[config.mk]
export PLATFORM = sky130hd
export DESIGN_NAME = sphere_hit_scheduler
export DESIGN_NICKNAME = d
export VERILOG_FILES = /design/src/rtl/sphere_hit_scheduler.sv
export SDC_FILE = /design/constraint.sdc
export NUM_CORES = 1
export LEC_CHECK = 0
export CORE_AREA = 2 2 498 500
export CTS_BUF_LIST = sky130_fd_sc_hd__clkbuf_16
export CTS_CLUSTER_DIAMETER = 80
export DETAILED_ROUTE_END_ITERATION = 8
export DIE_AREA = 0 0 500 502
export SLEW_MARGIN = 20
export SYNTH_ARGS = -nofsm -noshare
export SYNTH_HDL_FRONTEND = slang
export SYNTH_SLANG_ARGS = --single-unit
export TNS_END_PERCENT = 5
[constraint.sdc]
create_clock -name clk -period 3.6 [get_ports clk]
set_clock_uncertainty 0.15 [all_clocks]
set_input_delay 0.9 -clock clk [delete_from_list [all_inputs] [get_ports clk]]
set_output_delay 0.9 -clock clk [all_outputs]
set_load 0.02 [all_outputs]
[src/rtl/sphere_hit_scheduler.sv]
// Round-robin query arbiter and sequencer for the shared sphere-intersection datapath.
package sphere_hit_pkg;
  typedef logic signed [31:0] fixed_t;

  typedef struct packed {
    fixed_t ox;
    fixed_t oy;
    fixed_t oz;
    fixed_t dx;
    fixed_t dy;
    fixed_t dz;
  } ray_t;

  typedef struct packed {
    fixed_t t;
    fixed_t nx;
    fixed_t ny;
    fixed_t nz;
  } hit_data_t;
endpackage

module sphere_hit_scheduler
  import sphere_hit_pkg::*;
#(
  parameter int unsigned NUM_REQ     = 4,
  parameter int unsigned NUM_SPHERES = 8,
  parameter int unsigned PI_W        = 8
) (
  input  logic                       clk,
  input  logic                       resetn,
  input  logic [NUM_REQ-1:0]         req_valid,
  input  ray_t                       req_ray [NUM_REQ],
  output logic [NUM_REQ-1:0]         req_ready,
  output logic                       dp_valid,
  output ray_t                       dp_ray,
  output logic [PI_W-1:0]            dp_index,
  input  logic                       dp_res_valid,
  input  logic                       dp_res_hit,
  input  fixed_t                     dp_res_t,
  input  hit_data_t                  dp_res_data,
  output logic                       resp_valid,
  output logic [$clog2(NUM_REQ)-1:0] resp_id,
  output logic                       resp_hit,
  output logic [PI_W-1:0]            resp_index,
  output hit_data_t                  resp_data,
  input  logic                       resp_ready
);

  localparam int unsigned ID_W  = $clog2(NUM_REQ);
  localparam int unsigned CNT_W = $clog2(NUM_SPHERES + 1);

  typedef enum logic [1:0] {IDLE, ISSUE, DRAIN, RESP} state_t;

  state_t            state, state_d;
  logic              live;
  logic [ID_W-1:0]   rr_ptr;
  logic [ID_W-1:0]   id_q;
  ray_t              ray_q;
  logic [CNT_W-1:0]  issue_cnt;
  logic [CNT_W-1:0]  ret_cnt;
  logic              best_hit;
  fixed_t            best_t;
  logic [PI_W-1:0]   best_idx;
  hit_data_t         best_data;

  logic              grant_valid;
  logic [ID_W-1:0]   grant_id;
  logic [ID_W-1:0]   cand;
  logic              take;
  logic              fold;
  logic              better;
  logic              last_ret;

  // First asserted requester at or after rr_ptr, wrapping modulo NUM_REQ.
  always_comb begin
    grant_valid = 1'b0;
    grant_id    = '0;
    cand        = '0;
    for (int unsigned k = 0; k < NUM_REQ; k++) begin
      cand = ID_W'((32'(rr_ptr) + k) % NUM_REQ);
      if (!grant_valid && req_valid[cand]) begin
        grant_valid = 1'b1;
        grant_id    = cand;
      end
    end
  end

  // State register.
  always_ff @(posedge clk or negedge resetn) begin
    if (!resetn) state <= IDLE;
    else         state <= state_d;
  end

  // Next state, grant and fold qualifiers.
  always_comb begin
    state_d   = state;
    take      = 1'b0;
    req_ready = '0;
    fold      = dp_res_valid && ((state == ISSUE) || (state == DRAIN))
                && (ret_cnt < CNT_W'(NUM_SPHERES));
    last_ret  = fold && (ret_cnt == CNT_W'(NUM_SPHERES - 1));
    better    = dp_res_hit && (!best_hit || (dp_res_t < best_t));
    case (state)
      IDLE: begin
        if (live && grant_valid) begin
          take      = 1'b1;
          req_ready = NUM_REQ'(1) << grant_id;
          state_d   = ISSUE;
        end
      end
      ISSUE: begin
        if (last_ret)                                        state_d = RESP;
        else if (issue_cnt == CNT_W'(NUM_SPHERES - 1))       state_d = DRAIN;
      end
      DRAIN: begin
        if (last_ret) state_d = RESP;
      end
      RESP: begin
        if (resp_ready) state_d = IDLE;
      end
      default: state_d = IDLE;
    endcase
  end

  // Query context, counters and closest-hit record.
  always_ff @(posedge clk or negedge resetn) begin
    if (!resetn) begin
      live      <= 1'b0;
      rr_ptr    <= '0;
      id_q      <= '0;
      ray_q     <= '0;
      issue_cnt <= '0;
      ret_cnt   <= '0;
      best_hit  <= 1'b0;
      best_t    <= '0;
      best_idx  <= '0;
      best_data <= '0;
    end else begin
      live <= 1'b1;
      if (take) begin
        rr_ptr    <= ID_W'((32'(grant_id) + 32'd1) % NUM_REQ);
        id_q      <= grant_id;
        ray_q     <= req_ray[grant_id];
        issue_cnt <= '0;
        ret_cnt   <= '0;
        best_hit  <= 1'b0;
        best_t    <= '0;
        best_idx  <= '0;
        best_data <= '0;
      end
      if ((state == ISSUE) && (issue_cnt != CNT_W'(NUM_SPHERES - 1))) begin
        issue_cnt <= issue_cnt + CNT_W'(1);
      end
      if (fold) begin
        ret_cnt <= ret_cnt + CNT_W'(1);
        // Strict less-than keeps the lower index on a tie.
        if (better) begin
          best_hit  <= 1'b1;
          best_t    <= dp_res_t;
          best_idx  <= PI_W'(ret_cnt);
          best_data <= dp_res_data;
        end
      end
    end
  end

  // Output decode from registered state.
  always_comb begin
    dp_valid   = (state == ISSUE);
    dp_ray     = ray_q;
    dp_index   = dp_valid ? PI_W'(issue_cnt) : '0;
    resp_valid = (state == RESP);
    resp_id    = resp_valid ? id_q      : '0;
    resp_hit   = resp_valid ? best_hit  : 1'b0;
    resp_index = resp_valid ? best_idx  : '0;
    resp_data  = resp_valid ? best_data : '0;
  end

endmodule

Word level (Yosys, flattened, before mapping)
Index checks and enable logic that the tools add are counted.
{"block": "op_classes", "shifts": 1, "n_eq_ne": 10, "n_reduce_logical": 19, "bitwise": 1, "magnitude_cmp": 7, "n_mux": 49, "n_addsub": 6}
{"operator": "$mux 128", "n": 4}
{"operator": "$bmux 192 s2", "n": 1}
{"operator": "$mux 192", "n": 2}
{"operator": "$mux 32", "n": 3}
{"operator": "$lt 32x32->1", "n": 1}
{"operator": "$mux 8", "n": 4}
{"operator": "$mux 4", "n": 6}
{"operator": "$mux 2", "n": 10}
{"operator": "$mux 1", "n": 14}
{"operator": "$lt 2x3->1 const B", "n": 4}
{"operator": "$logic_and 1x1->1", "n": 9}
{"operator": "$add 4x1->4 const B", "n": 2}
{"operator": "$bmux 1 s2", "n": 4}
{"operator": "$eq 4x3->1 const B", "n": 2}
{"operator": "$pmux 2 s4", "n": 1}
{"operator": "$add 2x1->2 const B", "n": 2}
{"operator": "$add 2x2->2 const B", "n": 2}
{"operator": "$eq 2x2->1 const B", "n": 2}
{"operator": "$logic_not 1->1", "n": 4}
{"operator": "$lt 4x4->1 const B", "n": 1}
{"operator": "$ne 2x2->1 const B", "n": 2}
{"operator": "$ne 4x3->1 const B", "n": 1}
{"operator": "$reduce_and 4->1", "n": 1}
{"operator": "$reduce_bool 2->1", "n": 2}
{"operator": "8 further kinds", "n": 9}
{"block": "word_totals", "output_inout_bits": 345, "wordCells": 112, "in_bits": 937, "register_bits": 376}

Depth between registers and ports, before layout
{"block": "logic_depth", "word_depth": 18, "ltp_mapped": 12, "depth_no_buf": 9}

Worst setup path after synthesis
Ideal clock, no wire load.
{"block": "synth_path", "path_kind": "input to output", "startpoint": "input port req_valid[0]", "endpoint": "output port req_ready[2]", "t_arrival_ps": 2638, "required_time_ps": 2550, "setup_slack_ps": -88, "cell_stages": 9, "cell_sequence": "a21oi_1 > o21a_1 > o22ai_1 > buf_2 > buf_2 > clkbuf_1 > inv_1 > ha_1 > and3_1"}
{"block": "synth_via", "elab_chain_len": 15, "elab_cells_between_ends": 26, "classes_between": "shift (1); mux (18); reduce/logical (7)"}
{"element": "from (decl)", "line_no": "31", "text": "input logic [NUM_REQ-1:0] req_valid,"}
{"element": "$bmux 1 s2", "line_no": "81", "text": "if (!grant_valid && req_valid[cand]) begin"}
{"element": "$mux 1 (implied by the code)", "line_no": "81"}
{"element": "$mux 1", "line_no": "81"}
{"element": "$logic_not 1->1", "line_no": "81"}
{"element": "$logic_and 1x1->1", "line_no": "81"}
{"element": "$mux 1", "line_no": "81"}
{"element": "$logic_not 1->1", "line_no": "81"}
{"element": "$logic_and 1x1->1", "line_no": "81"}
{"element": "$mux 1", "line_no": "81"}
{"element": "$logic_not 1->1", "line_no": "81"}
{"element": "$logic_and 1x1->1", "line_no": "81"}
{"element": "$mux 2 (*)", "line_no": "81"}
{"element": "net grant_id[1]", "line_no": "67", "text": "logic [ID_W-1:0] grant_id;"}
{"element": "$shl 1x2->4 (*)", "line_no": "107", "text": "req_ready = NUM_REQ'(1) << grant_id;"}
{"element": "$mux 4 (*)", "line_no": "105", "text": "if (live && grant_valid) begin"}
{"element": "$mux 4 (*)", "line_no": "103", "text": "case (state)"}
{"element": "to (decl)", "line_no": "33", "text": "output logic [NUM_REQ-1:0] req_ready,"}
The timed path passes the listed nets; every way through them passes the cells marked *. The select of a mux whose other input is x is not followed.

Worst setup path after layout
{"block": "layout_path", "startpoint": "input port dp_res_t[2]", "endpoint": "register best_data[84] in the netlist's numbering"}
{"block": "layout_via", "elab_chain_len": 5}
{"element": "from (decl)", "line_no": "39", "text": "input fixed_t dp_res_t,"}
{"element": "$lt 32x32->1", "line_no": "102", "text": "better = dp_res_hit && (!best_hit || (dp_res_t < best_t));"}
{"element": "$logic_or 1x1->1", "line_no": "102"}
{"element": "$logic_and 1x1->1", "line_no": "102"}
{"element": "$mux 128", "line_no": "157", "text": "if (better) begin"}
{"element": "$mux 128", "line_no": "154", "text": "if (fold) begin"}
{"element": "to (signal assigned)", "line_no": "161", "text": "best_data <= dp_res_data;"}
{"element": "to (decl)", "line_no": "64", "text": "hit_data_t best_data;"}
Every way passes these cells.
A chain may end at the register's enable or synchronous reset.

==> flow_metrics.tcl <==
set metrics [dict create \
    avgSynthCellArea_um2 7.21 \
    gr-total-overflow 0 \
    antenna_found_initial 247 \
    met3_usage 0.0818 \
    hp-class "reg2reg" \
    grtUsageMet2 0.241 \
    cts_buffer_depth 3 \
    period_needed_ns 3.50 \
    yosys_most_used_dff "dfrtp_1" \
    die_area_um2 251000 \
    power_density_nw_per_um2 702 \
    max_slew_margin 0.492 \
    busiest_layer "met2" \
    ys.warnings.count 0 \
    die_h_um 502 \
    start_kind "primary input" \
    grt_pass1_vias 26300 \
    nNetsFinal 5448 \
    cts_made_buffers 56 \
    setup_viol 0 \
    clkLatencyLatePin_ns 0.71 \
    cts_tree "done" \
    cts.reportedPaths.clkPinSlew_ns 0.06 \
    vias 27300 \
    fin_setup_tns_ns 0 \
    cts-root-buf "clkbuf_16" \
    area_delta_synth_final_pct 89.1 \
    yosysUniqueCellTypes 41 \
    fin_crit_sh 0.973 \
    ys_ff_latch 376 \
    place_hpwl_um 176000 \
    ctsHtreeMaxLevel 2 \
    routed_wl_um 200000 \
    port_buffers 1277 \
    cpPeakStageDelay_ns 0.51 \
    peakVddDrop_mv 0.361 \
    end_kind "register" \
    ant_nets 0 \
    drive_gt1_frac 0.0727 \
    required_ns 4.01 \
    layout_commonest_cell "clkdlybuf4s50_1" \
    ios 1282 \
    yosysSeqAreaShare 0.416 \
    maxSlewViolCount 0 \
    gp_congestion 0.964 \
    grt_usage 0.153 \
    netlist_area_um2 22600 \
    cts_sinks 376 \
    max_freq_ghz 0.286 \
    pre_cts_ws_ns -0.910 \
    ff_latch_area_um2 9410 \
    drt-initial-drc-count 1775 \
    critPathTopFamily "compound AO/OA/AOI/OAI gates" \
    finalHoldViolations 0 \
    critPathBufInv 3 \
    drv_cap 0 \
    layout_common_cells "clkdlybuf4s50_1, nand2_1, nor2_1" \
    grt_pass1_wl_um 254000 \
    timing.final.ws_setup_ns 0.0989 \
    tightest_slew_ns 0.760 \
    outcome "complete, no violations" \
    p_leak_nw 19.5 \
    die_w_um 500 \
    via_per_inst 3.50 \
    crit_chain "clkdlybuf4s50_1 -> ha_1 -> a211o_1 -> a31oi_1 -> o31ai_1 -> a211o_1 -> a2111oi_2 -> a211oi_4 -> buf_12 -> buf_12 -> mux2i_1" \
    multiInputGateArea_um2 11700 \
    dr.pass1.iters 5 \
    start_util 0.0923 \
    post_drt_wl_per_cell_um 25.7 \
    core_area_um2 245000 \
    cp_slowest_cell "a2111oi_2" \
    critPathMaxFanout 30 \
    rsz0062_at_grt "true" \
    grt_max_degree 81 \
    final_core_utilization 0.175 \
    synth_edf_count 0 \
    async_flop_share 1.00 \
    syn_inst 3139 \
    postCtsSetupRepairBufs 0 \
    hold-worst-slack_ns 0.324 \
    power.total_mw 30.1 \
    drc_errors 0 \
    critPathKind "in2reg" \
    fillers 27900 \
    rows 182 \
    cp.arrival_ns 3.92 \
    met1_usage 0.173 \
]
## metrics by stage
| step | cell area, um^2 | instances |
|---|---|---|
| 3_5_place_dp | 40800 | 7631 |
| 2_1_floorplan | 22700 | 3142 |
| 3_3_place_gp | 40800 | 7631 |
| 4_1_cts | 42600 | 7734 |
| 5_1_grt | 42700 | 7770 |
| 6_report | 42800 | 7793 |
## synth_stat cells (3+ instances only)
| cell | number | area, um^2 |
|---|---|---|
| a211o_1 | 3 | 26.3 |
| o21ai_0 | 328 | 1640 |
| a21oi_1 | 16 | 80.1 |
| nor2_1 | 619 | 2320 |
| mux2_1 | 31 | 349 |
| buf_1 | 17 | 63.8 |
| ha_1 | 41 | 513 |
| inv_1 | 172 | 646 |
| nand2b_1 | 3 | 18.8 |
| buf_2 | 11 | 55.1 |
| buf_6 | 13 | 146 |
| a211oi_1 | 3 | 22.5 |
| nor3_1 | 4 | 20.0 |
| mux2i_1 | 133 | 1330 |
| nand3_1 | 196 | 981 |
| and2_1 | 144 | 901 |
| buf_4 | 6 | 45.0 |
| dfrtp_1 | 376 | 9410 |
| nand2_1 | 731 | 2740 |
| and3_1 | 9 | 56.3 |
| clkbuf_1 | 181 | 679 |
| nand4_1 | 7 | 43.8 |
| o21ai_1 | 68 | 340 |
| a21o_1 | 3 | 22.5 |
| o21a_1 | 3 | 22.5 |
## kinds of logic after synthesis
group / Yosys count / synth area share
fa+ha+maj: 41 / 0.0227
buf+inv: 401 / 0.0724
xor+xnor: 1 / 0.000387
flops: 376 / 0.416
other cells: 2 / 0.000332
mux: 166 / 0.0752
compound gates: 437 / 0.0998
simple gates: 1715 / 0.314
## worst min-delay path: cells and delay by family (launching register included)
kind / cells / cell delay [ns]
AND/OR/NAND/NOR: 1 / 0.04
flip-flops: 1 / 0.34
AO/OA/AOI/OAI: 1 / 0.06
## flip-flops by register name (all words and copies together), names as in the netlist
signal / cells
best_idx: 8
dp_ray: 192
issue_cnt: 4
ret_cnt: 4
rr_ptr: 2
id_q: 2
state: 2
best_data: 128
live: 1
best_t: 32
best_hit: 1
## where the power goes
group	internal [mW]	total (mW)	switching, mW	leakage, nW
clock network	3.28	5.71	2.43	0.931
registers	6.09	7.07	0.985	4.75
logic	7.16	17.3	10.1	13.8
## final timing paths
| path | end | start | cells after the start | slack (ns) |
|---|---|---|---|---|
| max reg2reg | best_data[84]$_DFF_PN0_ | best_t[2]$_DFF_PN0_ | 11 | 0.39 |
| max in group asynchronous | best_data[111]$_DFF_PN0_ | resetn | 3 | 1.78 |
| min | dp_ray[130]$_DFFE_PN0P_ | dp_ray[130]$_DFFE_PN0P_ | 2 | 0.32 |
| min reg2reg | dp_ray[130]$_DFFE_PN0P_ | dp_ray[130]$_DFFE_PN0P_ | 2 | 0.32 |
| min in group asynchronous | best_t[19]$_DFF_PN0_ | resetn | 2 | 0.62 |
| max | best_data[84]$_DFF_PN0_ | dp_res_t[2] | 11 | 0.1 |
## final cells by class
class,count,share of cell area
Antenna cell,59,0.00345
Clock buffer,56,0.0327
Clock inverter,46,0.0108
Inverter,173,0.0153
Multi-Input combinational cell,2365,0.272
Sequential cell,376,0.220
Tap cell,3220,0.0941
Timing Repair Buffer,1498,0.351
## metal layers
layer,wire length (um),share of wire,vias to the layer above
li1,-,-,12700
met1,77300,0.39,12500
met2,87600,0.44,1390
met3,24800,0.12,499
met4,9250,0.046,156
met5,1020,0.0051,-
## what timing repair did
item,CTS,global route
pin swaps,0,1
gates resized for setup,67,23
hold buffers,1,0
setup endpoints to repair,286,172
hold endpoints to repair,40,0
Note: power is estimated with default switching activity, not from simulation.
